**src/rtl/layer_compositor_pkg.sv**
```systemverilog
// Shared display definitions: default widths, colour constants, arbitration
// mode encodings and the reset-time palette contents.
package display_pkg;

  localparam int DEF_CODE_W  = 3;
  localparam int DEF_COLOR_W = 12;

  localparam logic [11:0] WHITE = 12'hFFF;
  localparam logic [11:0] CYAN  = 12'h0FF;
  localparam logic [11:0] RED   = 12'hF00;
  localparam logic [11:0] GREEN = 12'h0F0;
  localparam logic [11:0] BLACK = 12'h000;
  localparam logic [11:0] ERR   = 12'h00F;

  localparam logic MODE_MAX   = 1'b0;
  localparam logic MODE_FIRST = 1'b1;

  function automatic logic [11:0] default_palette(input int unsigned idx);
    logic [11:0] col_s;
    case (idx)
      32'd0:   col_s = WHITE;
      32'd1:   col_s = CYAN;
      32'd2:   col_s = RED;
      32'd3:   col_s = GREEN;
      32'd4:   col_s = BLACK;
      default: col_s = ERR;
    endcase
    return col_s;
  endfunction

endpackage

```
**src/rtl/layer_compositor_if.sv**
```systemverilog
// Pixel stream into and out of the compositor: strobe, layer codes, syncs
// and the resulting RGB pixel.
interface layer_compositor_if #(
  parameter int NLAYERS = 8,
  parameter int CODE_W  = 3,
  parameter int COLOR_W = 12
);
  logic                      pix_en;
  logic [NLAYERS*CODE_W-1:0] codes;
  logic                      hsync_in;
  logic                      vsync_in;
  logic                      valid_in;
  logic [COLOR_W-1:0]        rgb;
  logic                      hsync;
  logic                      vsync;
  logic                      valid;

  modport master (
    output pix_en, codes, hsync_in, vsync_in, valid_in,
    input  rgb, hsync, vsync, valid
  );

  modport slave (
    input  pix_en, codes, hsync_in, vsync_in, valid_in,
    output rgb, hsync, vsync, valid
  );
endinterface

```
**src/rtl/layer_compositor_code_arbiter.sv**
```systemverilog
// Combinational layer arbitration: balanced max tree for max-code mode and a
// priority encoder for lowest-index-non-zero mode.
module code_arbiter
  import display_pkg::*;
#(
  parameter int NLAYERS = 8,
  parameter int CODE_W  = DEF_CODE_W
) (
  input  logic [NLAYERS*CODE_W-1:0] codes,
  input  logic                      mode,
  output logic [CODE_W-1:0]         code
);

  localparam int LEVELS = $clog2(NLAYERS);
  localparam int NPAD   = 1 << LEVELS;

  logic [CODE_W-1:0] max_s;
  logic [CODE_W-1:0] first_s;

  function automatic logic [CODE_W-1:0] max_code(input logic [CODE_W-1:0] a,
                                                 input logic [CODE_W-1:0] b);
    return (a >= b) ? a : b;
  endfunction

  // Leaves padded with code 0 up to a power of two; each level halves the node count.
  for (genvar l = 0; l <= LEVELS; l++) begin : g_lvl
    logic [CODE_W-1:0] node_s [NPAD >> l];
    for (genvar j = 0; j < (NPAD >> l); j++) begin : g_node
      if (l == 0) begin : g_leaf
        if (j < NLAYERS) begin : g_in
          assign node_s[j] = codes[j*CODE_W +: CODE_W];
        end else begin : g_pad
          assign node_s[j] = {CODE_W{1'b0}};
        end
      end else begin : g_max
        assign node_s[j] = max_code(g_lvl[l-1].node_s[2*j], g_lvl[l-1].node_s[2*j+1]);
      end
    end
  end

  assign max_s = g_lvl[LEVELS].node_s[0];

  // Priority encoder: scanning downward leaves the lowest-index non-zero code.
  always_comb begin
    first_s = {CODE_W{1'b0}};
    for (int i = NLAYERS - 1; i >= 0; i--) begin
      first_s = (codes[i*CODE_W +: CODE_W] != {CODE_W{1'b0}}) ? codes[i*CODE_W +: CODE_W] : first_s;
    end
  end

  // Mode select between the two arbitration results.
  always_comb begin
    case (mode)
      MODE_FIRST: code = first_s;
      MODE_MAX:   code = max_s;
      default:    code = max_s;
    endcase
  end

endmodule

```
**src/rtl/layer_compositor.sv**
```systemverilog
// Three-stage pix_en-qualified compositor: layer masking, arbitration and
// palette lookup, with syncs delayed to match and a frame-based blink phase.
module layer_compositor
  import display_pkg::*;
#(
  parameter int NLAYERS      = 8,
  parameter int CODE_W       = DEF_CODE_W,
  parameter int COLOR_W      = DEF_COLOR_W,
  parameter int BLINK_FRAMES = 30
) (
  input  logic                clk,
  input  logic                rst,
  layer_compositor_if.slave   px,
  input  logic [NLAYERS-1:0]  layer_en,
  input  logic [NLAYERS-1:0]  blink_mask,
  input  logic                mode,
  input  logic                pal_we,
  input  logic [CODE_W-1:0]   pal_addr,
  input  logic [COLOR_W-1:0]  pal_data,
  output logic                blink_phase
);

  localparam int         PAL_N      = 1 << CODE_W;
  localparam logic [7:0] FRAME_LAST = 8'(BLINK_FRAMES - 1);

  logic [NLAYERS*CODE_W-1:0] masked_s;
  logic [NLAYERS*CODE_W-1:0] codes_s1_r;
  logic                      mode_s1_r;
  logic [CODE_W-1:0]         arb_code_s;
  logic [CODE_W-1:0]         code_s2_r;
  logic [2:0]                hs_r;
  logic [2:0]                vs_r;
  logic [2:0]                vld_r;
  logic [COLOR_W-1:0]        rgb_r;
  logic [COLOR_W-1:0]        pal_r [PAL_N];
  logic [7:0]                frame_cnt_r;
  logic                      blink_phase_r;
  logic                      vsync_rise_s;

  // Layer masking uses the phase in force when the pixel enters S1.
  always_comb begin
    masked_s = {(NLAYERS*CODE_W){1'b0}};
    for (int i = 0; i < NLAYERS; i++) begin
      if (!layer_en[i] || (blink_mask[i] && blink_phase_r)) begin
        masked_s[i*CODE_W +: CODE_W] = {CODE_W{1'b0}};
      end else begin
        masked_s[i*CODE_W +: CODE_W] = px.codes[i*CODE_W +: CODE_W];
      end
    end
  end

  code_arbiter #(
    .NLAYERS (NLAYERS),
    .CODE_W  (CODE_W)
  ) u_code_arbiter (
    .codes (codes_s1_r),
    .mode  (mode_s1_r),
    .code  (arb_code_s)
  );

  // Pixel pipeline S1..S3; syncs and valid ride in 3-deep shift registers.
  always_ff @(posedge clk or negedge rst) begin
    if (!rst) begin
      codes_s1_r <= {(NLAYERS*CODE_W){1'b0}};
      mode_s1_r  <= 1'b0;
      code_s2_r  <= {CODE_W{1'b0}};
      hs_r       <= 3'b000;
      vs_r       <= 3'b000;
      vld_r      <= 3'b000;
      rgb_r      <= {COLOR_W{1'b0}};
    end else if (px.pix_en) begin
      codes_s1_r <= masked_s;
      mode_s1_r  <= mode;
      code_s2_r  <= arb_code_s;
      hs_r       <= {hs_r[1:0], px.hsync_in};
      vs_r       <= {vs_r[1:0], px.vsync_in};
      vld_r      <= {vld_r[1:0], px.valid_in};
      rgb_r      <= vld_r[1] ? pal_r[code_s2_r] : {COLOR_W{1'b0}};
    end
  end

  // Palette storage; a same-edge lookup sees the old colour.
  always_ff @(posedge clk or negedge rst) begin
    if (!rst) begin
      for (int i = 0; i < PAL_N; i++) begin
        pal_r[i] <= COLOR_W'(default_palette(i));
      end
    end else if (pal_we) begin
      pal_r[pal_addr] <= pal_data;
    end
  end

  assign vsync_rise_s = px.pix_en && px.vsync_in && !vs_r[0];

  // Frame counter and blink phase, advanced only at a vsync rising edge.
  always_ff @(posedge clk or negedge rst) begin
    if (!rst) begin
      frame_cnt_r   <= 8'd0;
      blink_phase_r <= 1'b0;
    end else if (vsync_rise_s) begin
      if (frame_cnt_r == FRAME_LAST) begin
        frame_cnt_r   <= 8'd0;
        blink_phase_r <= ~blink_phase_r;
      end else begin
        frame_cnt_r <= frame_cnt_r + 8'd1;
      end
    end
  end

  assign px.rgb      = rgb_r;
  assign px.hsync    = hs_r[2];
  assign px.vsync    = vs_r[2];
  assign px.valid    = vld_r[2];
  assign blink_phase = blink_phase_r;

endmodule

```
**src/flat_wrapper.sv**
```systemverilog
// flat-port wrapper written by rule: the top's interface ports become plain ports
module layer_compositor_flat import display_pkg::*;
#(
  parameter int NLAYERS      = 8,
  parameter int CODE_W       = DEF_CODE_W,
  parameter int COLOR_W      = DEF_COLOR_W,
  parameter int BLINK_FRAMES = 30
)
  (clk, rst, layer_en, blink_mask, mode, pal_we, pal_addr, pal_data, blink_phase, px_pix_en, px_codes, px_hsync_in, px_vsync_in, px_valid_in, px_rgb, px_hsync, px_vsync, px_valid);
  layer_compositor_if #(.NLAYERS(NLAYERS), .CODE_W(CODE_W), .COLOR_W(COLOR_W)) px_i ();
  input  logic clk;
  input  logic rst;
  input  logic [NLAYERS-1:0] layer_en;
  input  logic [NLAYERS-1:0] blink_mask;
  input  logic mode;
  input  logic pal_we;
  input  logic [CODE_W-1:0] pal_addr;
  input  logic [COLOR_W-1:0] pal_data;
  output logic blink_phase;
  input wire logic [$bits(px_i.pix_en)-1:0] px_pix_en;
  input wire logic [$bits(px_i.codes)-1:0] px_codes;
  input wire logic [$bits(px_i.hsync_in)-1:0] px_hsync_in;
  input wire logic [$bits(px_i.vsync_in)-1:0] px_vsync_in;
  input wire logic [$bits(px_i.valid_in)-1:0] px_valid_in;
  output wire logic [$bits(px_i.rgb)-1:0] px_rgb;
  output wire logic [$bits(px_i.hsync)-1:0] px_hsync;
  output wire logic [$bits(px_i.vsync)-1:0] px_vsync;
  output wire logic [$bits(px_i.valid)-1:0] px_valid;
  assign px_i.pix_en = px_pix_en;
  assign px_i.codes = px_codes;
  assign px_i.hsync_in = px_hsync_in;
  assign px_i.vsync_in = px_vsync_in;
  assign px_i.valid_in = px_valid_in;
  assign px_rgb = px_i.rgb;
  assign px_hsync = px_i.hsync;
  assign px_vsync = px_i.vsync;
  assign px_valid = px_i.valid;
  layer_compositor #(.NLAYERS(NLAYERS), .CODE_W(CODE_W), .COLOR_W(COLOR_W), .BLINK_FRAMES(BLINK_FRAMES)) u_core (.clk(clk), .rst(rst), .px(px_i), .layer_en(layer_en), .blink_mask(blink_mask), .mode(mode), .pal_we(pal_we), .pal_addr(pal_addr), .pal_data(pal_data), .blink_phase(blink_phase));
endmodule
```
**config.mk**
```make
export PLATFORM = sky130hd
export DESIGN_NAME = layer_compositor_flat
export DESIGN_NICKNAME = d
export VERILOG_FILES = /design/src/rtl/layer_compositor_pkg.sv /design/src/rtl/layer_compositor_if.sv /design/src/rtl/layer_compositor_code_arbiter.sv /design/src/rtl/layer_compositor.sv /design/src/flat_wrapper.sv
export SDC_FILE = /design/constraint.sdc
export NUM_CORES = 1
export LEC_CHECK = 0
export ABC_AREA = 0
export CORE_ASPECT_RATIO = 0.5
export CORE_MARGIN = 2
export CORE_UTILIZATION = 50
export CTS_BUF_LIST = sky130_fd_sc_hd__clkbuf_16
export DETAILED_ROUTE_END_ITERATION = 10
export HOLD_SLACK_MARGIN = 0.1
export PLACE_DENSITY = 0.74
export SYNTH_ARGS = -nofsm -noshare
export SYNTH_HDL_FRONTEND = slang
export SYNTH_HIERARCHICAL = 1
export SYNTH_SLANG_ARGS = --single-unit
```
**constraint.sdc**
```tcl
create_clock -name clk -period 5 [get_ports clk]
set_clock_uncertainty 0.1 [all_clocks]
set_input_delay 0.5 -clock clk [delete_from_list [all_inputs] [get_ports clk]]
set_output_delay 0.5 -clock clk [all_outputs]
set_load 0.02 [all_outputs]
```
[Word-level counts from Yosys, hierarchy flattened]
Cells that the tools add are included.
Cells by class
  bitwise operators: 4
  reductions and logical operators: 37
  add/sub/neg operators: 1
  muxes and demuxes: 32
  equal/unequal tests: 1
  order comparisons: 10
Operator list (number)
  96-bit bitwise mux: 1
  3-bit 2-to-1 mux: 23
  12-bit 2-to-1 mux: 4
  12-bit binary-select mux with 3-bit select: 1
  12-bit demux with 3-bit select: 1
  3-bit nonzero test: 8
  3-bit greater-or-equal comparator: 7
  1-bit logical AND: 11
  1-bit zero test: 9
  8-bit by 1-bit adder with 8-bit output (second input constant): 1
  8-bit by 5-bit equality test with 1-bit output (second input constant): 1
  4-bit greater-or-equal comparator (second input constant): 2
  1-bit logical OR: 8
  8-bit 2-to-1 mux: 1
  3-bit inverter with 4-bit output: 2
  3-bit case mux with 2 select lines: 1
  4-bit by 1-bit less-than comparator with 1-bit output (second input constant): 1
  1-bit inverter: 2
  2-bit AND reduction: 1
Word-level totals
  input bits: 63
  output and inout bits: 16
  logic and storage cells: 102
  register bits after elaboration: 154

[Depth between registers and ports, before layout]
  depth in word-level cells: 10
  mapped depth: 19
  mapped depth without buffers: 19

[Hierarchy]
Netlist, hierarchy kept.
By module, submodules not included
  layer_compositor: area an instance 6771.5 sq um, instances 1, seq. area each 3903.7 sq um, cells an instance 493
  code_arbiter: area an instance 942.2 sq um, instances 1, seq. area each 0.0 sq um, cells an instance 130

[Worst setup path before layout]
OpenSTA, ideal clock, no wires.
  path type: register -> register
  start point: register u_core.codes_s1_r[11]
  end point: register u_core.code_s2_r[1]
  path buffers: 0
  required time: 4775 ps
  data arrival time: 3578 ps
  setup slack: 1197 ps
  library setup time: 125 ps
  stages on the path, launching flop included: 18
  clock period less this slack: 3803 ps
  path through: dfrtp_1 -> inv_1 -> ha_1 -> nand2_1 -> o21ai_2 -> mux2_2 -> ha_1 -> nand2b_1 -> a21o_1 -> a21o_1 -> o21ai_0 -> ha_1 -> nand2b_1 -> a21o_1 -> a21oi_1 -> nor2_1 -> a221o_1 -> mux2_2
Between the ends
  longest elaborated chain between the ends: 7
  elaborated cells between the ends (all ways): 12
  those cells by class: order compare: 3; mux: 8; reduce/logical: 1
Ends and longest elaborated chain
  from (decl): RTL line layer_compositor.sv:27  | logic [NLAYERS*CODE_W-1:0] codes_s1_r;
  from (signal assigned): RTL line layer_compositor.sv:64  | codes_s1_r <= {(NLAYERS*CODE_W){1'b0}};
  from (signal assigned): RTL line layer_compositor.sv:72  | codes_s1_r <= masked_s;
  3-bit greater-or-equal comparator: RTL line layer_compositor_code_arbiter.sv:22  | return (a >= b) ? a : b;
  3-bit 2-to-1 mux: RTL line layer_compositor_code_arbiter.sv:22
  3-bit greater-or-equal comparator: RTL line layer_compositor_code_arbiter.sv:22
  3-bit 2-to-1 mux: RTL line layer_compositor_code_arbiter.sv:22
  3-bit greater-or-equal comparator: RTL line layer_compositor_code_arbiter.sv:22
  3-bit 2-to-1 mux: RTL line layer_compositor_code_arbiter.sv:22
  3-bit case mux with 2 select lines *: RTL line layer_compositor_code_arbiter.sv:53  | case (mode)
  net u_core.arb_code_s[1]: RTL line layer_compositor.sv:29  | logic [CODE_W-1:0] arb_code_s;
  to (signal assigned): RTL line layer_compositor.sv:66  | code_s2_r <= {CODE_W{1'b0}};
  to (signal assigned): RTL line layer_compositor.sv:74  | code_s2_r <= arb_code_s;
  to (decl): RTL line layer_compositor.sv:30  | logic [CODE_W-1:0] code_s2_r;
Mark *: on every way through the listed nets, which the timed path passes. The rest lies on a longest branch.
A chain may end at the register's enable or synchronous reset.

[Worst setup path after layout]
Same ends and word-level chain as after synthesis.

==> impl_metrics.ini <==
[outcome]
status = completed

[final_layout]
final_cells = 918
diodes = 0
final_cell_mix = dfrtp_1, mux2_2, clkdlybuf4s50_1
utilization_pct = 60.8
final_common_cell = dfrtp_1
fill_cells = 1206
nNetsFinal = 788
drive_gt1_share_pct = 29.1
synthToLayoutAreaGrowth_pct = 20.3

[clock_network]
htreeDepth = 4
cts_setup_buffers = 0
cts_hold_buf = 0
cts.path.max_buffers = 2
clock_sinks = 154
cts_buffers = 17
clock_latency_ps = 420
cts.clk_slew.worst_paths_ps = 70
cts_tree = built
cts_root_buffer = clkbuf_16
cts-resized-gates = 0

[power_and_ir_drop]
vdd_drop_max_mv = 0.284
p_leak_uw = 0.00393
power_uw = 4320
p_per_area_nw_per_um2 = 466

[timing]
finalSetupViolCount = 0
fin_crit_ps = 4120
fin_crit_sh_pct = 82.5
finalHoldViolCount = 0
tns_ps = 0
relSlewSlack_pct = 33.4
worst_slew_pin_slew_ps = 996
slew_violations = 0
max_freq_ghz = 0.243
hold_slack_ps = 66.3
grt_setup_unrepaired = false

[synthesis]
synth-simple-area-share_pct = 7.43
synth_seq_area_share_pct = 50.6
synthAdderAreaFrac_pct = 3.73
synth_edf_count = 0
yosys_warnings = 6
synth_compound_area_share_pct = 11.1
ys_ff_latch = 154
synth_nets = 709
synth_top_family_by_area = multiplexers
ys_async_sr_fraction_pct = 100
syn_inst = 623
yosys.area.top_type = dfrtp_1
syn_area_um2 = 7710
synth_cell_types = 55
synth_area_per_cell_um2 = 12.4
synth_top_cell_area_share_pct = 37.0
synth-main-ff-cell = dfrtp_1
synth_mux_area_share_pct = 24.0
synthXorXnorAreaFrac_pct = 0.341
synthTopCellsByArea = dfrtp_1, mux2_2, dfstp_2, mux2i_1, ha_1

[global_route]
grt_pass1_vias = 5434
grt_pass1_wl_um = 27600
grt_remaining_overflow = 0
antenna_found_initial = 0
groute.usage.overall_pct = 21.1
grt_max_degree = 104

[floorplan]
die-width_um = 180
start_util_pct = 50.6
fp.dieArea_um2 = 16500
rows = 32
core_area_um2 = 15300
die_height_um = 91.8
io_pins = 79

[setup_path]
cp_cell_sequence = inv_1, ha_1, nand2_1, o21ai_2, mux2_2, ha_1, nand2b_1, a21o_1, a21o_1, o21ai_0, ha_1, nand2b_1, a21o_1, a21oi_1, nor2_1, a221o_1, mux2_2
worst-r2r-setup-slack_ps = 880
cp-end-kind = register
path_max_fanout = 6
crit_required_ps = 5200
timing.rr.end = u_core/code_s2_r[1]$_DFFE_PN0P_
critPathArrivalTime_ps = 4320
r2r_start = u_core/codes_s1_r[11]$_DFFE_PN0P_
rr_worst_depth = 17
critical_path_class = register to register
max_stage_delay_ps = 450
worstSetupStartpointType = register
slowest_stage = dfrtp_1

[placed_design]
place.gp.congestion = 0.804
numPortBuffers = 78
dp.cells = 887
hpwl_um = 10500

[detailed_routing]
first_pass_iters = 5
wire_per_inst_um = 18.0
viasPerCell = 5.69
drc = 0
routed_wl_um = 16500
ant_nets = 0
vias = 5223
drt-initial-drc-count = 259

[job]
maxCapViolCount = 0

[hold_path]
holdCritPathClass = primary input to asynchronous set/reset pin
## worst max-delay path by stage
stage                                      startpoint                         endpoint
CTS                 u_core/codes_s1_r[11]$_DFFE_PN0P_  u_core/code_s2_r[1]$_DFFE_PN0P_
floorplan           u_core/codes_s1_r[11]$_DFFE_PN0P_  u_core/code_s2_r[1]$_DFFE_PN0P_
finish              u_core/codes_s1_r[11]$_DFFE_PN0P_  u_core/code_s2_r[1]$_DFFE_PN0P_
global route        u_core/codes_s1_r[18]$_DFFE_PN0P_  u_core/code_s2_r[1]$_DFFE_PN0P_
global placement    u_core/codes_s1_r[11]$_DFFE_PN0P_  u_core/code_s2_r[1]$_DFFE_PN0P_
detailed placement  u_core/codes_s1_r[11]$_DFFE_PN0P_  u_core/code_s2_r[1]$_DFFE_PN0P_
## cell type report
class	count	area (um2)	share of cell area (%)
Timing Repair Buffer	88	857	9.24
Clock buffer	17	425	4.58
Clock inverter	14	159	1.71
Multi-Input combinational cell	420	3600	38.8
Tap cell	204	255	2.75
Sequential cell	154	3910	42.1
Inverter	21	78.8	0.850
## report_power, final
| group | switching [uW] | internal, uW | total [uW] | leakage, uW |
|---|---|---|---|---|
| registers | 229 | 1570 | 1800 | 0.00183 |
| logic | 587 | 659 | 1250 | 0.00182 |
| clock network | 535 | 744 | 1280 | 0.000277 |
| total | 1350 | 2970 | 4320 | 0.00393 |
## logic make-up after synthesis
group	count (synthesis)
flip-flops	154
buffers and inverters	49
XOR/XNOR	3
adder cells (fa/ha/maj)	23
AO/OA/AOI/OAI	110
AND/OR/NAND/NOR	114
multiplexers	170
## metal layers
layer	track usage (%)	vias up	share of wire, %
met5	0	-	0
met2	35.9	98	48
met1	27.9	2654	46
met4	6.17	0	0.85
met3	3.73	14	4.7
li1	-	2457	-
## state kept, by name, indices dropped and copies added (netlist names), 3 cells and up
| register | flops |
|---|---|
| u_core/px.rgb | 12 |
| u_core/frame_cnt_r | 8 |
| u_core/hs_r | 3 |
| u_core/codes_s1_r | 24 |
| u_core/code_s2_r | 3 |
| u_core/pal_r | 96 |
| u_core/vld_r | 3 |
| u_core/vs_r | 3 |
## synth_stat cells (all sizes together) (2+ instances only)
library cell / instances
a211oi: 3
a32o: 12
nand2b: 4
nand4b: 4
o31ai: 4
mux2i: 59
ha: 23
mux2: 111
or4: 2
o2bb2ai: 24
nand4: 2
nor4: 3
nand2: 54
xor2: 2
nand3: 3
a21o: 5
nor3b: 3
o21ai: 12
a22oi: 24
dfrtp: 114
nor3: 5
a21oi: 17
a221o: 2
dfstp: 40
nor2b: 6
a31oi: 2
buf: 18
and2: 2
nor2: 19
clkbuf: 10
a221oi: 2
inv: 21
## worst max-delay path: cells and delay by family (launching register included)
family / cells / cell delay [ps]
DFF: 1 / 450
buffers and inverters: 1 / 90
AOI/OAI and AO/OA: 7 / 1490
and+or+nand+nor: 4 / 430
adders and majority gates: 3 / 840
muxes: 2 / 630
## through the flow
step                worst slack [ps]  cell area, um2
detailed placement               906            8690
global route                     567            9280
floorplan                       1200            7710
finish                           877            9280
CTS                              872            9280
global placement                1020            8690
Note: power is estimated with default switching activity, not from simulation.
